## src/rtl/bullet_bill_manager.sv

```systemverilog
// BulletBill slot owner: spawns bullets at Blockieee's cell, advances them one
// column per move tick, resolves DDAVER collisions and issues kill requests.
//
// state | meaning
// IDLE  | waiting for move_tick; fire requests are evaluated here
// STEP0 | advance / collide slot 0
// STEP1 | advance / collide slot 1
// STEP2 | advance / collide slot 2
module bullet_bill_manager #(
  parameter int NUM_BULLETS = 3,
  parameter int LAST_COL    = 15,
  parameter int LAST_ROW    = 10,
  parameter int SPAWN_COL   = 2
) (
  input  logic        clk,
  input  logic        rst,
  input  logic        move_tick,
  input  logic        fire,
  input  logic [11:0] fire_color,
  input  logic [3:0]  blockieee,
  input  logic [11:0] ddavers [0:4][0:5],
  output logic [11:0] bulletBillColor [0:NUM_BULLETS-1],
  output logic [3:0]  bulletBillXLoc [0:NUM_BULLETS-1],
  output logic [3:0]  bulletBillYLoc [0:NUM_BULLETS-1],
  output logic        fire_ack,
  output logic        fire_drop,
  output logic        kill_valid,
  output logic [2:0]  kill_row,
  output logic [2:0]  kill_col
);
  typedef enum logic [1:0] {IDLE, STEP0, STEP1, STEP2} state_t;
  state_t state, state_nxt;

  logic [11:0] color_nxt [0:NUM_BULLETS-1];
  logic [3:0]  x_nxt [0:NUM_BULLETS-1];
  logic [3:0]  y_nxt [0:NUM_BULLETS-1];
  logic        ack_nxt, drop_nxt, kill_nxt;
  logic [2:0]  krow_nxt, kcol_nxt;

  logic        spawn_busy, have_free;
  logic [1:0]  free_idx;
  logic [1:0]  sidx;
  logic [11:0] s_color, dd_color;
  logic [3:0]  s_x, s_y, s_nx;
  logic [2:0]  dd_row, dd_col;
  logic        hit;

  // Descending scan so the lowest free index wins.
  always_comb begin
    spawn_busy = 1'b0;
    have_free  = 1'b0;
    free_idx   = 2'd0;
    for (int k = NUM_BULLETS-1; k >= 0; k--) begin
      if (bulletBillColor[k] == 12'd0) begin
        have_free = 1'b1;
        free_idx  = 2'(k);
      end else if (bulletBillXLoc[k] == 4'(SPAWN_COL) && bulletBillYLoc[k] == blockieee) begin
        spawn_busy = 1'b1;
      end
    end
  end

  always_comb begin
    case (state)
      STEP1:   sidx = 2'd1;
      STEP2:   sidx = 2'd2;
      default: sidx = 2'd0;
    endcase
    s_color  = bulletBillColor[sidx];
    s_x      = bulletBillXLoc[sidx];
    s_y      = bulletBillYLoc[sidx];
    s_nx     = s_x + 4'd1;
    dd_row   = s_y[3:1];
    dd_col   = s_nx[3:1] - 3'd2;
    dd_color = 12'd0;
    hit      = 1'b0;
    // DDAVERs only occupy odd rows and even columns from 4 upward.
    if (s_y[0] && !s_nx[0] && s_nx >= 4'd4 && dd_row <= 3'd4 && dd_col <= 3'd5) begin
      dd_color = ddavers[dd_row][dd_col];
      hit      = (dd_color != 12'd0);
    end
  end

  always_comb begin
    state_nxt = state;
    color_nxt = bulletBillColor;
    x_nxt     = bulletBillXLoc;
    y_nxt     = bulletBillYLoc;
    ack_nxt   = 1'b0;
    drop_nxt  = 1'b0;
    kill_nxt  = 1'b0;
    krow_nxt  = kill_row;
    kcol_nxt  = kill_col;
    case (state)
      IDLE: begin
        if (move_tick) begin
          state_nxt = STEP0;
          drop_nxt  = fire;
        end else if (fire) begin
          if (fire_color == 12'd0 || blockieee > 4'(LAST_ROW) || !have_free || spawn_busy) begin
            drop_nxt = 1'b1;
          end else begin
            color_nxt[free_idx] = fire_color;
            x_nxt[free_idx]     = 4'(SPAWN_COL);
            y_nxt[free_idx]     = blockieee;
            ack_nxt             = 1'b1;
          end
        end
      end
      default: begin
        drop_nxt = fire;
        case (state)
          STEP0:   state_nxt = STEP1;
          STEP1:   state_nxt = STEP2;
          default: state_nxt = IDLE;
        endcase
        if (s_color != 12'd0) begin
          if (s_x == 4'(LAST_COL) || hit) begin
            color_nxt[sidx] = 12'd0;
            x_nxt[sidx]     = 4'd0;
            y_nxt[sidx]     = 4'd0;
            if (s_x != 4'(LAST_COL) && dd_color == s_color) begin
              kill_nxt = 1'b1;
              krow_nxt = dd_row;
              kcol_nxt = dd_col;
            end
          end else begin
            x_nxt[sidx] = s_nx;
          end
        end
      end
    endcase
  end

  always_ff @(posedge clk or posedge rst) begin
    if (rst) begin
      state      <= IDLE;
      fire_ack   <= 1'b0;
      fire_drop  <= 1'b0;
      kill_valid <= 1'b0;
      kill_row   <= 3'd0;
      kill_col   <= 3'd0;
      for (int k = 0; k < NUM_BULLETS; k++) begin
        bulletBillColor[k] <= 12'd0;
        bulletBillXLoc[k]  <= 4'd0;
        bulletBillYLoc[k]  <= 4'd0;
      end
    end else begin
      state           <= state_nxt;
      fire_ack        <= ack_nxt;
      fire_drop       <= drop_nxt;
      kill_valid      <= kill_nxt;
      kill_row        <= krow_nxt;
      kill_col        <= kcol_nxt;
      bulletBillColor <= color_nxt;
      bulletBillXLoc  <= x_nxt;
      bulletBillYLoc  <= y_nxt;
    end
  end
endmodule

```

## config.mk

```make
export PLATFORM = sky130hd
export DESIGN_NAME = bullet_bill_manager
export DESIGN_NICKNAME = d
export VERILOG_FILES = /design/src/rtl/bullet_bill_manager.sv
export SDC_FILE = /design/constraint.sdc
export NUM_CORES = 1
export LEC_CHECK = 0
export BUFFER_PORTS_ARGS = -buffer_cell sky130_fd_sc_hd__buf_2
export CAP_MARGIN = 40
export CORE_AREA = 2 2 174 176
export CTS_CLUSTER_DIAMETER = 40
export CTS_CLUSTER_SIZE = 24
export DETAILED_ROUTE_END_ITERATION = 8
export DIE_AREA = 0 0 176 178
export SLEW_MARGIN = 20
export SYNTH_ARGS = -nofsm -noshare
export SYNTH_HDL_FRONTEND = slang
export SYNTH_SLANG_ARGS = --single-unit
```

## constraint.sdc

```tcl
create_clock -name clk -period 9.1 [get_ports clk]
set_input_delay 0 -clock clk [delete_from_list [all_inputs] [get_ports clk]]
set_output_delay 0 -clock clk [all_outputs]
set_load 0.005 [all_outputs]
```

==> impl_results.md, run 1 <==
* Status: completed
* Pwr/cell area at 485 nW/um^2
* Clock period minus final worst setup slack at 6170 ps
* Leak Pwr at 5.23 nW
* Average vias per placed instance at 5.81
* TritonCTS clock tree: done
* Clock tree root driver cell: clkbuf_16
* Endpoint with the worst hold slack: bulletBillYLoc[7]
* Synth area leaders: dfrtp_1 22%, mux2i_1 7.2%, mux4_2 4.8%
* Unrepaired setup endpoints after global routing: false
* Rows at 63
* Setup WS post-layout at 2930 ps
* Die W at 176 um
* Number of buffers added on ports at 448
* Top cell type by total area after synthesis: dfrtp_1
* Top flip-flop cell by instance count after synthesis: dfrtp_1
* Critical path class: reg -> reg
* Routed len/inst at 25.3 um
* Number of buffers created by CTS at 9
* Global route total overflow at 0
* Share of the synthesized area in the top cell type at 22.1%
* Placer congestion estimate at 0.958
* Vias in the first global route at 10.1k
* IO Pins at 449
* Yosys synthesis warning count at 0
* Post-synthesis cell type count at 93
* Residual antenna-violating net count after detailed routing at 0
* Worst Hold Launch: blockieee[3]
* Total routed wirelength at 45700 um
* Number of enable flip-flop cells after synthesis at 0
* Worst hold-check slack at 9.24 ps
* Crit path launch: state[1]
* Share of layout cells above drive strength 1 at 40.0%
* Critical R2R Capture: bulletBillColor[27]
* Sum Neg Setup Slack at 0 ps
* Worst EP required at 9370 ps
* Overall via count from detail_route at 10.5k
* Worst setup skew after layout at 6.27 ps
* Worst IR Drop VDD at 0.279 mV
* Pins over their slew limit at 0
* Utilization after layout at 38.0%
* Post-synthesis net count at 1372
* Synth Cell Area at 8040 um^2
* Final-report setup violation count at 0
* Worst-path maximum fanout at 52
* Data arrival time of the worst path at 6440 ps
* Share of the clock period used by the worst path at 67.8%
* Initial DRT Pass Iterations at 6
* TritonCTS Sinks at 71
* Total Die Area at 31300 um^2
* R2R Path Start: state[1]
* Final nets at 1791
* Flops & latches, synth at 71
* Number of remaining DRC errors at 0
* Standard cell core area at 29400 um^2
* Critical Path End Type: flip-flop
* Number of antenna violations at the first check in global routing at 10
* H-tree Lvls at 3
* Cell total after placement at 1763
* Die Y-Extent at 178 um
* Number of cells in the finished layout apart from fillers at 1807
* Critical path startpoint category: flip-flop
* Worst-Margin Slew at 892 ps
* Largest buffer count on any clock path at 2
* Pre-CTS setup slack at 2990 ps
* Number of cells on the worst reg-to-reg path at 13
* Final count of hold timing violations at 0
* Wire length of the first global-routing pass at 64600 um
* Average size of a mapped cell at 8.16 um^2
* Initial Utilization at 27.4%
* Instance count of the mapped netlist at 986
* Clk slew on worst S/H paths at 60 ps
* Relative slew slack at 40.5%
* Insertion delay of the later-clocked pin in the worst-skew pair at 340 ps
* Maximum number of pins on one net before global-route repair at 71
* Iteration-0 DRC Markers at 1133
* Asr flop ratio synth at 100%
* Hold WC Path Type: in -> reg
* Overall Global Routing Usage at 27.7%
* Count of maximum capacitance violations at 0
* Number of post-CTS setup repair buffers at 0
* HPWL Detailed at 37000 um
* R2r setup slk at 2930 ps
* Maximum achievable frequency at 162 MHz
* Syn-to-layout area delta at 39.1%
* Number of instances on the worst hold path at 3
* Share of the yosys chip area belonging to registers at 22.1%
==> area by class of cell <==
class	instances	area [um^2]
tap	390	488
timing repair buffer	493	2730
inverter	49	184
clock buffer	10	239
fill	3074	18200
clock inverter	6	43.8
antenna	7	17.5
multi-input combinational	781	5700
sequential	71	1780
==> critical path, stage by stage, from the launching register on <==
cell      delay (ps)
dfrtp_1          430
ha_2             680
buf_4            430
nand3b_2         390
o21ai_4          250
buf_4            620
mux4_2           620
o22a_1           230
a222oi_1         580
nand2_1          160
or4_4            560
o2111a_1         270
o22ai_2          540
a22o_1           250
==> through the flow <==
stage,power (W),area (um^2)
final,0.00543,11200
after floorplan,0.00349,8040
after global routing,0.00577,11200
after CTS,0.00531,11100
after global placement,0.00482,10500
after detailed placement,0.00496,10600
==> synthesized netlist by cell type (12+ instances only) <==
cell type  number
clkbuf_1       40
a21oi_1        37
a211oi_1       23
o31ai_1        12
o221ai_1       15
nor4_1         19
nand4_1        13
nor3_1         36
inv_1          47
a31oi_1        18
o21ai_0        68
mux2_2         26
nand2_1        99
mux2i_1        58
buf_2          28
mux4_2         17
dfrtp_1        71
nand3_1        24
a22o_1         28
nor2_1         46
o211ai_1       18
==> layout by cell type, fill, tap and decap left out, types with 12 or more instances in the layout <==
cell type	Yosys	layout
nand3_1	24	24
buf_2	28	450
mux2i_1	58	58
nand2_1	99	99
o21ai_0	68	68
inv_1	47	46
a31oi_1	18	18
mux2_2	26	26
buf_4	5	20
o31ai_1	12	12
nor4_1	19	19
nor3_1	36	36
a22o_1	28	28
dlygate4sd3_1	0	17
mux4_2	17	17
nand4_1	13	13
dfrtp_1	71	71
o211ai_1	18	18
o221ai_1	15	15
nor2_1	46	45
a211oi_1	23	23
a21oi_1	37	37
==> worst max-delay path by stage <==
stage / slack [ps] / to / cells after the start
after detailed placement: 2990 / bulletBillColor[27] / 14
final: 2930 / bulletBillColor[27] / 13
after global placement: 3130 / bulletBillColor[26] / 15
after CTS: 2980 / bulletBillColor[27] / 14
after floorplan: 4320 / kill_col[0] / 18
after global routing: 2650 / kill_row[1] / 14
==> power by group <==
part           internal, W  switching [W]
Combinational      0.00174        0.00276
Clock             0.000192       0.000141
Sequential        0.000432       0.000160
==> sequential cells by signal, indices dropped and copies added (netlist names) <==
register,flops
bulletBillYLoc,12
fire_ack,1
fire_drop,1
bulletBillXLoc,12
kill_valid,1
state,2
kill_row,3
kill_col,3
bulletBillColor,36
==> layer usage <==
layer / global-route usage (%) / share of wire (%) / wire length (um) / vias up
li1: - / - / - / 4706
met1: 34.8 / 39 / 18000 / 5062
met2: 47.8 / 48 / 22100 / 623
met3: 5.37 / 9.0 / 4100 / 93
met4: 9.09 / 3.3 / 1520 / 6
met5: 0 / 0.074 / 34 / -
==> timing repair <==
item / in CTS / in global routing
hold buffers: 17 / 0
endpoints found under the setup margin: 0 / 0
hold endpoints to repair: 59 / 0
gates resized for setup: 0 / 0
==> cells by family (layout without fill, tap and decap cells) <==
family                     after synthesis  count (layout)  synth area share, %
AOI/OAI and AO/OA                      355             355                 32.2
xor gates and xnor gates                20              20                 2.18
adders and majority gates                6               6                0.934
buffers and inverters                  134             558                 7.59
DFF                                     71              71                 22.1
muxes                                  106             106                 16.8
other                                    0               7                    0
and+or+nand+nor                        294             294                 18.2
Power figures use the tool's default switching activity.
==> inputs of run 2 (changes only) <==
--- a/config.mk
+++ b/config.mk
@@ -7,11 +7,11 @@
 export LEC_CHECK = 0
 export BUFFER_PORTS_ARGS = -buffer_cell sky130_fd_sc_hd__buf_2
 export CAP_MARGIN = 40
-export CORE_AREA = 2 2 174 176
+export CORE_AREA = 2 2 176 178
 export CTS_CLUSTER_DIAMETER = 40
 export CTS_CLUSTER_SIZE = 24
 export DETAILED_ROUTE_END_ITERATION = 8
-export DIE_AREA = 0 0 176 178
+export DIE_AREA = 0 0 178 180
 export SLEW_MARGIN = 20
 export SYNTH_ARGS = -nofsm -noshare
 export SYNTH_HDL_FRONTEND = slang
==> constraint.sdc (replaced) <==
create_clock -name clk -period 6.2 [get_ports clk]
set_input_delay 0 -clock clk [delete_from_list [all_inputs] [get_ports clk]]
set_output_delay 0 -clock clk [all_outputs]
set_load 0.005 [all_outputs]
==> run 2 against run 1 <==
Effect of this change:
- via count fell by 0.78%
- total power is 50% higher
- critical path depth is 2 higher
- clock-buffer cell count decreased by 1
- core utilization fell by 0.42 points
- sequential power is 48% higher
- first-iteration DRC count down 21%
- critical path type unchanged
- worst hold slack improved by 17 ps
- fmax up 10%
- setup slack got worse by 2300 ps
- sequential cell count stayed put
==> impl_results.md, run 2 (synthesis results as in run 1) <==
* Number of buffers created by CTS at 9 (unchanged)
* Final-report setup violation count at 0 (unchanged)
* Initial Utilization at 26.6% (-0.71 points)
* Global route total overflow at 0 (unchanged)
* Number of post-CTS setup repair buffers at 0 (unchanged)
* R2r setup slk at 600 ps (-2340 ps)
* Worst-path maximum fanout at 57 (+9.6%)
* Leak Pwr at 5.33 nW (+1.9%)
* Final count of hold timing violations at 0 (unchanged)
* TritonCTS clock tree: done
* Number of hold buffers added after CTS at 17 (unchanged)
* R2R Path Start: state[0]
* Worst EP required at 6410 ps (-2960 ps)
* Maximum achievable frequency at 178 MHz (+10%)
* Final nets at 1804 (+0.73%)
* Count of maximum capacitance violations at 0 (unchanged)
* Insertion delay of the later-clocked pin in the worst-skew pair at 330 ps (about the same)
* Clock tree root driver cell: clkbuf_16
* Critical Path End Type: flip-flop
* Slowest stage cell, crit path: a21oi_4
* Relative slew slack at 42.2% (+1.7 points)
* Data arrival time of the worst path at 5810 ps (-630 ps)
* H-tree Lvls at 3 (unchanged)
* Share of layout cells above drive strength 1 at 40.5% (+0.48 points)
* Placer congestion estimate at 0.950 (-0.83%)
* Endpoint with the worst hold slack: bulletBillYLoc[3]
* Worst Hold Launch: blockieee[3]
* Die W at 178 um (+1.1%)
* Routed len/inst at 26.2 um (+3.7%)
* Clock period minus final worst setup slack at 5600 ps (-563 ps)
* Maximum number of pins on one net before global-route repair at 71 (unchanged)
* Number of remaining DRC errors at 0 (unchanged)
* Status: completed
* Average vias per placed instance at 5.68 (-2.2%)
* Residual antenna-violating net count after detailed routing at 0 (unchanged)
* Syn-to-layout area delta at 41.2%
* Rows at 64 (+1.6%)
* TritonCTS Sinks at 71 (unchanged)
* Standard cell core area at 30200 um^2 (+2.7%)
* Overall Power at 0.00813 W (+50%)
* Overall Global Routing Usage at 28.5% (+0.82 points)
* Number of antenna violations at the first check in global routing at 22 (+12)
* Largest buffer count on any clock path at 2 (unchanged)
* Wire length of the first global-routing pass at 67400 um (+4.2%)
* IO Pins at 449 (unchanged)
* Clk slew on worst S/H paths at 60 ps (about the same)
* Worst IR Drop VDD at 0.723 mV (+160%)
* Unrepaired setup endpoints after global routing: false
* Flip-flop count of the largest register, all copies and words added at 36 (unchanged)
* Hold WC Path Type: in -> reg
* Iteration-0 DRC Markers at 891 (-21%)
* Critical path startpoint category: flip-flop
* Number of cells on the worst reg-to-reg path at 15 (+2)
* Critical path class: reg -> reg
* Setup WS post-layout at 598 ps (-2340 ps)
* Die Y-Extent at 180 um (+1.1%)
* Pins over their slew limit at 0 (unchanged)
* Top reg by flops: bulletBillColor
* Leading registers by flop count: bulletBillColor (36), bulletBillXLoc (12), bulletBillYLoc (12)
* Sum Neg Setup Slack at 0 ps (unchanged)
* Critical R2R Capture: kill_col[2]
* Total routed wirelength at 48100 um (+5.3%)
* Pwr/cell area at 716 nW/um^2 (+48%)
* Worst-Margin Slew at 865 ps (-27.2 ps)
* Share of the clock period used by the worst path at 90.4% (+23 points)
* Vias in the first global route at 10.3k (+1.9%)
* Overall via count from detail_route at 10.4k (-0.78%)
* Utilization after layout at 37.6% (-0.42 points)
* Most frequent cells in the layout: 450 x buf_2, 99 x nand2_1, 71 x dfrtp_1
* Number of instances on the worst hold path at 3 (unchanged)
* HPWL Detailed at 39500 um (+6.7%)
* Most common cell after layout, fill and taps aside: buf_2
* List of cells traversed by the critical path: inv_1 -> ha_1 -> buf_4 -> mux2_2 -> a21oi_4 -> buf_12 -> mux2i_1 -> o22ai_1 -> a311o_1 -> a221oi_1 -> o22ai_1 -> o31ai_1 -> nor4b_1 -> nor4b_4 -> mux2_2
* Number of buffers added on ports at 448 (unchanged)
* Number of instances resized during post-cts repair at 0 (unchanged)
* Worst setup skew after layout at 9.18 ps (+2.91 ps)
* Total Die Area at 32000 um^2 (+2.3%)
* Pre-CTS setup slack at 698 ps (-2290 ps)
* Initial DRT Pass Iterations at 5 (-1)
* Longest individual stage delay on the worst path at 740 ps (+60 ps)
run 2: cell count changes in the layout (fill, tap and decap cells not counted), sizes merged, moves of 2 or more:
| cell | before | now |
|---|---|---|
| buf | 476 | 489 |
| bufinv | 0 | 2 |
| clkinvlp | 4 | 0 |
| diode | 7 | 15 |
| inv | 49 | 51 |
run 2: worst max-delay path by stage:
stage                         from                   to  slack (ps)  cells past startpoint
after floorplan           state[0]          kill_col[0]        1420                     18
final                     state[0]          kill_col[2]         600                     15
after global routing      state[0]          kill_row[1]         250                     15
after CTS                 state[0]          kill_col[2]         650                     15
after detailed placement  state[0]          kill_col[2]         700                     15
after global placement    state[0]  bulletBillColor[26]         790                     15
run 2: critical path: cells and delay by family, from the launching register on:
kind,cells,cell delay [ps]
AO/OA/AOI/OAI,6,2200
AND/OR/NAND/NOR,2,770
multiplexers,3,1130
adder cells (fa/ha/maj),1,230
buffers and inverters,3,670
flip-flops,1,420
run 2: report_power, final:
group / leakage [nW] / switching, W / internal [W]
registers: 0.917 / 0.000245 / 0.000633
clock network: 0.162 / 0.000212 / 0.000358
logic: 4.25 / 0.00411 / 0.00257
run 2: metrics by stage:
stage | hold WS [ps] | cell area [um^2] | std cells
after detailed placement | 64.8 | 10800 | 1783
after global routing | 29.5 | 11300 | 1827
after CTS | 14.7 | 11300 | 1816
final | 26.1 | 11400 | 1834
after global placement | 263 | 10700 | 1777
after floorplan | 117 | 8040 | 986
run 2: area by class of cell:
cell class / count / area [um^2]
clock buffers: 9 / 225
diodes: 15 / 37.5
flip-flops and latches: 71 / 1780
multi-input cells: 781 / 5700
inverters: 49 / 184
clock inverters: 7 / 103
repair buffers: 506 / 2830
well taps: 396 / 495
fillers: 3198 / 18800
run 2: routing by layer:
layer / vias to the layer above / part of all wire (%) / track usage (%)
li1: 4732 / - / -
met1: 5063 / 39 / 34.7
met2: 521 / 49 / 49.6
met3: 80 / 8.2 / 5.94
met4: 12 / 3.2 / 9.48
met5: - / 0.17 / 0
